$ cat src/rtl/alu_result_stage_if.sv
`default_nettype none
// ============================================================================
// Module      : alu_result_stage_if
// Description : Upstream and downstream handshake bundle for alu_result_stage.
// Revision    : 1.0 - initial release
// ============================================================================
interface alu_result_stage_if #(
    parameter int WIDTH = 128
);
    logic             inValid;
    logic             inReady;
    logic [3:0]       opcode;
    logic [WIDTH-1:0] result;
    logic             carryFlag;
    logic             zeroFlag;
    logic             overFlowFlag;
    logic             signFlag;

    logic             outValid;
    logic             outReady;
    logic [3:0]       outOpcode;
    logic [WIDTH-1:0] outResult;
    logic [3:0]       outFlags;

    modport master (
        output inValid, opcode, result, carryFlag, zeroFlag, overFlowFlag, signFlag,
        output outReady,
        input  inReady, outValid, outOpcode, outResult, outFlags
    );

    modport slave (
        input  inValid, opcode, result, carryFlag, zeroFlag, overFlowFlag, signFlag,
        input  outReady,
        output inReady, outValid, outOpcode, outResult, outFlags
    );
endinterface
`default_nettype wire

$ cat src/rtl/alu_result_stage.sv
`default_nettype none
// ============================================================================
// Module      : alu_result_stage
// Description : 2-entry result/flag FIFO with sticky status and counters.
// Revision    : 1.0 - initial release
// ============================================================================
module alu_result_stage #(
    parameter int WIDTH = 128,
    parameter int CNTW  = 16
) (
    input  wire logic            clk,
    input  wire logic            rst_n,
    alu_result_stage_if.slave    bus,
    input  wire logic            clearSticky,
    output logic [3:0]           stickyFlags,
    output logic                 illegalOp,
    output logic [7:0]           overflowCount,
    output logic [CNTW-1:0]      opCount
);
    localparam logic [3:0] C_MAX_LEGAL_OP = 4'd8;
    localparam logic [7:0] C_OVF_MAX      = 8'hFF;
    localparam logic [1:0] C_DEPTH        = 2'd2;

    logic [3:0]       r_opcode [2];
    logic [WIDTH-1:0] r_result [2];
    logic [3:0]       r_flags  [2];
    logic             r_wr_ptr;
    logic             r_rd_ptr;
    logic [1:0]       r_count;

    logic [3:0]       r_sticky;
    logic             r_illegal;
    logic [7:0]       r_ovf_count;
    logic [CNTW-1:0]  r_op_count;

    logic             w_ready;
    logic             w_valid;
    logic             w_push;
    logic             w_pop;
    logic [3:0]       w_in_flags;
    logic             w_in_illegal;
    logic             w_in_ovf;

    // Ready depends only on registered occupancy, so outReady never reaches inReady.
    assign w_ready      = (r_count < C_DEPTH);
    assign w_valid      = (r_count != 2'd0);
    assign w_push       = bus.inValid && w_ready;
    assign w_pop        = w_valid && bus.outReady;
    assign w_in_flags   = {bus.carryFlag, bus.zeroFlag, bus.overFlowFlag, bus.signFlag};
    assign w_in_illegal = (bus.opcode > C_MAX_LEGAL_OP);
    assign w_in_ovf     = bus.overFlowFlag;

    assign bus.inReady   = w_ready;
    assign bus.outValid  = w_valid;
    assign bus.outOpcode = w_valid ? r_opcode[r_rd_ptr] : 4'd0;
    assign bus.outResult = w_valid ? r_result[r_rd_ptr] : '0;
    assign bus.outFlags  = w_valid ? r_flags[r_rd_ptr]  : 4'd0;

    assign stickyFlags   = r_sticky;
    assign illegalOp     = r_illegal;
    assign overflowCount = r_ovf_count;
    assign opCount       = r_op_count;

    // Storage payload is not reset; head outputs are masked while empty.
    always_ff @(posedge clk) begin
        if (rst_n && w_push) begin
            r_opcode[r_wr_ptr] <= bus.opcode;
            r_result[r_wr_ptr] <= bus.result;
            r_flags[r_wr_ptr]  <= w_in_flags;
        end
    end

    always_ff @(posedge clk) begin
        if (!rst_n) begin
            r_wr_ptr <= 1'b0;
            r_rd_ptr <= 1'b0;
            r_count  <= 2'd0;
        end else begin
            if (w_push) begin
                r_wr_ptr <= r_wr_ptr + 1'b1;
            end
            if (w_pop) begin
                r_rd_ptr <= r_rd_ptr + 1'b1;
            end
            case ({w_push, w_pop})
                2'b10:   r_count <= r_count + 2'd1;
                2'b01:   r_count <= r_count - 2'd1;
                default: r_count <= r_count;
            endcase
        end
    end

    // A clear in the same cycle as a push keeps only the pushed entry's contribution.
    always_ff @(posedge clk) begin
        if (!rst_n) begin
            r_sticky    <= 4'd0;
            r_illegal   <= 1'b0;
            r_ovf_count <= 8'd0;
        end else if (clearSticky) begin
            r_sticky    <= w_push ? w_in_flags : 4'd0;
            r_illegal   <= w_push && w_in_illegal;
            r_ovf_count <= (w_push && w_in_ovf) ? 8'd1 : 8'd0;
        end else if (w_push) begin
            r_sticky  <= r_sticky | w_in_flags;
            r_illegal <= r_illegal | w_in_illegal;
            if (w_in_ovf && (r_ovf_count != C_OVF_MAX)) begin
                r_ovf_count <= r_ovf_count + 8'd1;
            end
        end
    end

    always_ff @(posedge clk) begin
        if (!rst_n) begin
            r_op_count <= '0;
        end else if (w_pop) begin
            r_op_count <= r_op_count + CNTW'(1);
        end
    end
endmodule
`default_nettype wire

$ cat src/flat_wrapper.sv
// flat-port wrapper written by rule: the top's interface ports become plain ports
module alu_result_stage_flat 
#(
    parameter int WIDTH = 128,
    parameter int CNTW  = 16
)
  (clk, rst_n, clearSticky, stickyFlags, illegalOp, overflowCount, opCount, bus_inValid, bus_opcode, bus_result, bus_carryFlag, bus_zeroFlag, bus_overFlowFlag, bus_signFlag, bus_outReady, bus_inReady, bus_outValid, bus_outOpcode, bus_outResult, bus_outFlags);
  alu_result_stage_if #(.WIDTH(WIDTH)) bus_i ();
  input  wire logic clk;
  input  wire logic rst_n;
  input  wire logic clearSticky;
  output logic [3:0] stickyFlags;
  output logic illegalOp;
  output logic [7:0] overflowCount;
  output logic [CNTW-1:0] opCount;
  input wire logic [$bits(bus_i.inValid)-1:0] bus_inValid;
  input wire logic [$bits(bus_i.opcode)-1:0] bus_opcode;
  input wire logic [$bits(bus_i.result)-1:0] bus_result;
  input wire logic [$bits(bus_i.carryFlag)-1:0] bus_carryFlag;
  input wire logic [$bits(bus_i.zeroFlag)-1:0] bus_zeroFlag;
  input wire logic [$bits(bus_i.overFlowFlag)-1:0] bus_overFlowFlag;
  input wire logic [$bits(bus_i.signFlag)-1:0] bus_signFlag;
  input wire logic [$bits(bus_i.outReady)-1:0] bus_outReady;
  output wire logic [$bits(bus_i.inReady)-1:0] bus_inReady;
  output wire logic [$bits(bus_i.outValid)-1:0] bus_outValid;
  output wire logic [$bits(bus_i.outOpcode)-1:0] bus_outOpcode;
  output wire logic [$bits(bus_i.outResult)-1:0] bus_outResult;
  output wire logic [$bits(bus_i.outFlags)-1:0] bus_outFlags;
  assign bus_i.inValid = bus_inValid;
  assign bus_i.opcode = bus_opcode;
  assign bus_i.result = bus_result;
  assign bus_i.carryFlag = bus_carryFlag;
  assign bus_i.zeroFlag = bus_zeroFlag;
  assign bus_i.overFlowFlag = bus_overFlowFlag;
  assign bus_i.signFlag = bus_signFlag;
  assign bus_i.outReady = bus_outReady;
  assign bus_inReady = bus_i.inReady;
  assign bus_outValid = bus_i.outValid;
  assign bus_outOpcode = bus_i.outOpcode;
  assign bus_outResult = bus_i.outResult;
  assign bus_outFlags = bus_i.outFlags;
  alu_result_stage #(.WIDTH(WIDTH), .CNTW(CNTW)) u_core (.clk(clk), .rst_n(rst_n), .bus(bus_i), .clearSticky(clearSticky), .stickyFlags(stickyFlags), .illegalOp(illegalOp), .overflowCount(overflowCount), .opCount(opCount));
endmodule
$ cat config.mk
export PLATFORM = sky130hd
export DESIGN_NAME = alu_result_stage_flat
export DESIGN_NICKNAME = d
export VERILOG_FILES = /design/src/rtl/alu_result_stage_if.sv /design/src/rtl/alu_result_stage.sv /design/src/flat_wrapper.sv
export SDC_FILE = /design/constraint.sdc
export NUM_CORES = 1
export LEC_CHECK = 0
export ABC_AREA = 1
export ABC_CLOCK_PERIOD_IN_PS = 11870
export CAP_MARGIN = 20
export CORE_UTILIZATION = 25
export CTS_BUF_LIST = sky130_fd_sc_hd__clkbuf_4
export DETAILED_ROUTE_END_ITERATION = 16
export HOLD_SLACK_MARGIN = 0.08
export PLACE_DENSITY_LB_ADDON = 0.1
export SYNTH_ARGS = -nofsm -noshare
export SYNTH_HDL_FRONTEND = slang
export SYNTH_SLANG_ARGS = --single-unit
$ cat constraint.sdc
create_clock -name clk -period 11.87 [get_ports clk]
set_clock_uncertainty 0.05 [all_clocks]
set_input_delay 2.374 -clock clk [delete_from_list [all_inputs] [get_ports clk]]
set_output_delay 2.374 -clock clk [all_outputs]
set_load 0.02 [all_outputs]
==> results of run 1 <==
==> worst max-delay path, delay by kind of cell, from the launching register on <==
family,cells,cell delay [ns]
AOI/OAI and AO/OA,1,0.24
buffers and inverters,3,2.13
DFF,1,0.58
and+or+nand+nor,1,0.11
==> how the worst max path moves through the flow <==
| stage | start | to | slack (ns) |
|---|---|---|---|
| final | register | bus_outResult[19] | 5.53 |
| after global placement | register | bus_outResult[22] | 6.13 |
| after detailed placement | register | bus_outResult[22] | 6.08 |
| after global routing | register | bus_outResult[86] | 5.09 |
| after CTS | register | bus_outResult[22] | 5.17 |
| after floorplan | bus_inValid | u_core.r_flags[0][0] | 2.89 |
==> routing by layer <==
| metal | vias to the layer above | part of all wire |
|---|---|---|
| li1 | 4096 | - |
| met3 | 48 | 0.079 |
| met2 | 250 | 0.47 |
| met5 | - | 0.00040 |
| met1 | 3882 | 0.43 |
| met4 | 2 | 0.020 |
==> sequential cells by signal (all words and copies together) (netlist names), named ones only <==
name                  cells
u_core.overflowCount      8
u_core.stickyFlags        4
u_core.r_rd_ptr           1
u_core.opCount           16
u_core.r_result         256
u_core.r_flags            8
u_core.illegalOp          1
u_core.r_count            2
u_core.r_opcode           8
u_core.r_wr_ptr           1
==> stage by stage <==
step	worst slack (ns)	std cells	utilization	area (um2)	hold slack, ns
3_5_place_dp	6.08	1832	0.332	15400	0.382
6_report	5.53	1984	0.356	16600	0.396
3_3_place_gp	6.13	1832	0.332	15400	0.377
5_1_grt	5.09	1984	0.356	16600	0.407
4_1_cts	5.17	1982	0.356	16600	0.393
2_1_floorplan	2.89	959	-	11800	0.375
==> cells by family after synthesis <==
family,Yosys count
AOI/OAI and AO/OA,174
xor gates and xnor gates,1
adders and majority gates,3
buffers and inverters,79
DFF,306
and+or+nand+nor,396
==> placed cells by master (no fill, tap or decap), types with 6 or more instances in the layout <==
cell type and count:
a21oi_1 148, inv_1 27, nor2_1 41, clkbuf_4 136
dfxtp_1 33, nand2_1 315, edfxtp_1 272, nand4_1 6
nand3_1 12, buf_4 7, o21ai_0 13, nor2_2 6
clkdlybuf4s50_1 307
==> cell type report <==
class / count / area, um2 / share of cell area
Clock inverter: 14 / 90.1 / 0.00544
Timing Repair Buffer: 315 / 3150 / 0.190
Sequential cell: 306 / 8850 / 0.534
Inverter: 30 / 115 / 0.00695
Tap cell: 607 / 759 / 0.0459
Multi-Input combinational cell: 574 / 2570 / 0.155
Clock buffer: 136 / 1020 / 0.0616
Antenna cell: 2 / 5.00 / 0.000302
==> power groups by stage <==
stage          Sequential [W]  Combinational [W]  Clock, W
2_1_floorplan         0.00132           0.000560         0
3_3_place_gp          0.00133            0.00108         0
3_5_place_dp          0.00133            0.00108         0
4_1_cts               0.00130            0.00109   0.00103
5_1_grt               0.00131            0.00114   0.00108
6_report              0.00130            0.00106  0.000976
==> impl_results.md, run 1 <==
* Hold Path Depth at 1
* Initial antenna violation count at 3
* Die area at 48000 um2
* Routability cong. at 0.719
* Slew Limit Fails at 0
* Clock buffer depth at 3
* Leak at 5.80 nW
* Num rows at 79
* Sw Ratio at 0.337
* Post_cts resized at 0
* CTS tree: done
* CTS HTree Levels at 3
* Worst path cell trace: inv_4 -> buf_4 -> nand2_1 -> a21oi_1 -> clkdlybuf4s50_1
* Post-CTS Setup Inserts at 0
* Later-pin clock latency in the skew report at 0.76 ns
* Switching Power at 0.00112 W
* Reg-to-Reg Start: u_core.r_count[1]
* Fin. Hold Viols at 0
* Clock sinks at 306
* Final TNS setup at 0 ns
* Reg2reg setup slack at 8.89 ns
* Cell variety after synth at 30
* Max Cap Violations at 0
* Vias in the first global route at 8087
* Post-detail-place hpwl at 19400 um
* Top-area cell type share of the netlist area at 0.693
* Power share of the combinational group at 0.317
* Boundary Pins at 308
* Die X at 219 um
* Critical path peak fanout at 78
* Clock Power Share at 0.293
* Post-synthesis mux area share at 0
* Largest family of logic cells by synthesized area: simple AND/OR/NAND/NOR gates
* Core footprint at 46600 um2
* IO Port Bufs at 307
* CP required at 9.45 ns
* Syn nets at 1103
* Pint at 0.00221 W
* Detail Route Antenna Nets at 0
* Critical Path AT at 3.92 ns
* Endpoints failing setup at 0
* Register clock-pin slew on the reported worst setup and hold paths at 0.05 ns
* Worst setup SP type: register
* Ys async rst share at 0
* Post-synthesis compound-gate area fraction at 0.0762
* Final period util at 0.535
* Run status: finished, final reports clean
* Layout cells sized above 1 at 0.129
* DR WL/cell at 16.5 um
* Via-to-Cell Ratio at 4.17
* Global-route wire length before repair at 48100 um
* Post-Synth XOR/XNOR Area at 0.000743
* Synth warn at 0
* Final nets at 1458
* Post-Route WL at 32800 um
* Adder-cell share of the synthesized area at 0.00319
* Setup CP Type: reg2out
* First-pass detailed-route iteration total at 5
* Largest net degree at the start of global routing at 137
* Fill count at 4629
* Tightest Pin Transition at 0.990 ns
* Crit path max-delay cell type: buf_4
* Worst Hold Launch: u_core.r_rd_ptr
* Grt ovf at 0
* Crit path time final at 6.34 ns
* Total CTS buffers at 87
* VDD IR max at 0.0883 mV
* F_max at 158 MHz
* Area contributors post-synth: edfxtp_1 (69%), nand2_1 (10%), a21oi_1 (6.3%)
* Synth Area in Simple Gates at 0.137
* Main flop type after synthesis: edfxtp_1
* Met2 GRT Util at 0.209
* DRC Markers at 0
* Pwr per Cell Area at 201 nW/um2
* Cts-stage hold buffer count at 0
* Area grow syn2layout at 40.6%
* RSZ-0062 raised after global routing: false
* Tot Pwr at 0.00333 W
* Worst reg-to-reg path cell count at 6
* Chip height at 219 um
* Synth Register Bits at 306
* Post-Syn Area at 11800 um2
* DRT iter0 DRCs at 341
* Most common cell in the netlist: nand2_1
* R2r endpoint: u_core.r_result[0][21]
* Met3 Usage GRT at 0.0503
* GRT Total Usage at 0.135
* Critical Path Max Stage Delay at 0.81 ns
* DR vias at 8278
* Starting density of the core at 0.253
* Seq/Total Area, Yosys at 0.751
* Global-route track usage on met1 at 0.166
* EDFF count, synth at 272
* Synth Instances at 959
* Tightest Hold Check Type: reg2reg
* Post-synth top area cell: edfxtp_1
* Root Driver: clkbuf_4
* Crit end category: primary output
* Syn Area/Cell at 12.3 um2
* Commonest cells post-synth: nand2_1 (315), edfxtp_1 (272), a21oi_1 (148)
* Grt peak-use layer: met2
* Worst slew margin at 0.338
* Sequential power share at 0.391
No activity file was read; power rests on OpenSTA's default activity.
==> run 2, diff against run 1 <==
--- a/config.mk
+++ b/config.mk
@@ -6,7 +6,7 @@
 export NUM_CORES = 1
 export LEC_CHECK = 0
 export ABC_AREA = 1
-export ABC_CLOCK_PERIOD_IN_PS = 11870
+export ABC_CLOCK_PERIOD_IN_PS = 6300
 export CAP_MARGIN = 20
 export CORE_UTILIZATION = 25
 export CTS_BUF_LIST = sky130_fd_sc_hd__clkbuf_4
==> constraint.sdc (replaced) <==
create_clock -name clk -period 6.3 [get_ports clk]
set_clock_uncertainty 0.05 [all_clocks]
set_input_delay 1.26 -clock clk [delete_from_list [all_inputs] [get_ports clk]]
set_output_delay 1.26 -clock clk [all_outputs]
set_load 0.02 [all_outputs]
==> run 2 against run 1 <==
Net effect:
- critical path depth did not move
- combinational power rose by 91%
- clock-buffer cell count fell by 6
- total power is 91% higher
- die area stayed put
- hold slack worse by 0.00059 ns
- flip-flop and latch count unchanged
- setup slack lost 3.9 ns
- design area up 0.69%
- via count increased by 0.29%
- clock power grew 95%
- sequential share of layout area down 0.36 points
==> impl_results.md, run 2 (same netlist as run 1, synthesis figures left out) <==
* Critical path peak fanout at 82 (+5.1%)
* Layout Utilization at 0.358 (+0.00245)
* Post-detail-place hpwl at 19400 um (+0.19%)
* Fill count at 4608 (-0.45%)
* IO Port Bufs at 307 (unchanged)
* Via-to-Cell Ratio at 4.17 (-0.16%)
* Final period util at 0.743
* Starting density of the core at 0.253 (unchanged)
* Chip height at 219 um (unchanged)
* Run status: finished, final reports clean
* Tot Pwr at 0.00636 W (+91%)
* CTS tree: done
* Crit path time final at 4.68 ns
* Post-Route WL at 32800 um (about the same)
* Setup CP Type: reg2out
* Commonest non-fill, non-tap cell in the layout: nand2_1
* Largest register FFs at 256 (unchanged)
* GRT Total Usage at 0.136 (+0.00107)
* Grt ovf at 0 (unchanged)
* Die area at 48000 um2 (unchanged)
* Root Driver: clkbuf_4
* Critical Path AT at 3.37 ns (-0.55 ns)
* DR WL/cell at 16.5 um (-0.39%)
* CTS HTree Levels at 3 (unchanged)
* VDD IR max at 0.167 mV (+89%)
* Global-route wire length before repair at 48600 um (+1.1%)
* Pwr per Cell Area at 381 nW/um2 (+89%)
* Area grow syn2layout at 41.5%
* First-pass detailed-route iteration total at 7 (+2)
* Routability cong. at 0.711 (-1.1%)
* Detail Route Antenna Nets at 0 (unchanged)
* Register clock-pin slew on the reported worst setup and hold paths at 0.05 ns (about the same)
* RSZ-0062 raised after global routing: false
* DR vias at 8302 (+0.29%)
* Initial antenna violation count at 3 (unchanged)
* Worst setup SP type: register
* F_max at 214 MHz
* Post_cts resized at 0 (unchanged)
* Max Cap Violations at 0 (unchanged)
* CP required at 4.99 ns (-4.46 ns)
* Final hold slack at 0.395 ns (-0.000586 ns)
* Largest net degree at the start of global routing at 137 (unchanged)
* Num rows at 79 (unchanged)
* Cell count after placement at 1834 (+0.11%)
* Total CTS buffers at 90 (+3.4%)
* DRT iter0 DRCs at 297 (-13%)
* Endpoints failing setup at 0 (unchanged)
* Clock buffer depth at 3 (unchanged)
* Tightest Hold Check Type: reg2reg
* Leak at 5.83 nW (+0.57%)
* Fin. Hold Viols at 0 (unchanged)
* Crit end category: primary output
* Final std cells w/o fill at 1993 (+0.45%)
* Final nets at 1463 (+0.34%)
* Biggest register: u_core.r_result
* Cts-stage hold buffer count at 0 (unchanged)
* Die X at 219 um (unchanged)
* Boundary Pins at 308 (unchanged)
* Post-CTS Setup Inserts at 0 (unchanged)
* Later-pin clock latency in the skew report at 0.76 ns (about the same)
* Reg-to-Reg Start: u_core.r_count[1]
* DRC Markers at 0 (unchanged)
* Vias in the first global route at 8271 (+2.3%)
* Clock sinks at 306 (unchanged)
* Worst slew margin at 0.222 (-0.116)
* Slew Limit Fails at 0 (unchanged)
* Tightest Pin Transition at 1.17 ns (+0.176 ns)
* Worst Hold Launch: u_core.r_rd_ptr
* Layout cells sized above 1 at 0.123 (-0.00572)
* Core footprint at 46600 um2 (unchanged)
* Most frequent cells in the layout: nand2_1 (315), clkdlybuf4s50_1 (307), edfxtp_1 (272), a21oi_1 (148), clkbuf_4 (130)
-- run 2: cell types whose count changed in the layout (fill, tap and decap cells not counted), sizes merged --
cell      change
inv           -3
bufinv        +2
clkinvlp      -1
diode         +2
clkinv       +13
buf           +2
clkbuf        -6
-- run 2: area by class of cell --
class | instances | area, um2 | area share
inverter | 30 | 115 | 0.00690
tap | 607 | 759 | 0.0455
antenna | 4 | 10.0 | 0.000600
sequential | 306 | 8850 | 0.531
clock inverter | 25 | 179 | 0.0107
clock buffer | 130 | 976 | 0.0585
multi-input combinational | 574 | 2570 | 0.154
timing repair buffer | 317 | 3210 | 0.193
-- run 2: worst paths after layout --
kind / depth (start not counted) / slack, ns / end
setup / recovery: 5 / 1.62 / bus_outResult[37]
hold / removal: 1 / 0.40 / register
setup reg to reg: 6 / 3.79 / u_core.r_result[1][77]
hold reg to reg: 1 / 0.40 / register
-- run 2: metal layers --
layer,wire (um),up-vias,global-route usage
li1,-,4112,-
met1,14000,3905,0.163
met2,15500,247,0.210
met3,2660,38,0.0553
met4,680,0,0.0683
met5,0,-,0
-- run 2: through the flow --
stage	setup WS [ns]	area (um2)	TNS, ns
after floorplan	-1.57	11800	-427.02
after global placement	2.21	15500	0
after detailed placement	2.20	15500	0
after CTS	1.28	16700	0
after global routing	1.24	16700	0
final	1.62	16700	0
-- run 2: where the power goes --
group	internal, W	switching [W]	total [W]	leakage, nW
clock network	0.00106	0.000835	0.00190	0.678
logic	0.000795	0.00122	0.00202	2.38
registers	0.00238	0.0000658	0.00244	2.77
-- run 2: critical path: stages (launching register included) --
cell             delay [ns]
dfxtp_4                0.52
inv_4                  0.58
buf_12                 0.43
nand2_1                0.10
a21oi_1                0.27
clkdlybuf4s50_1        0.67
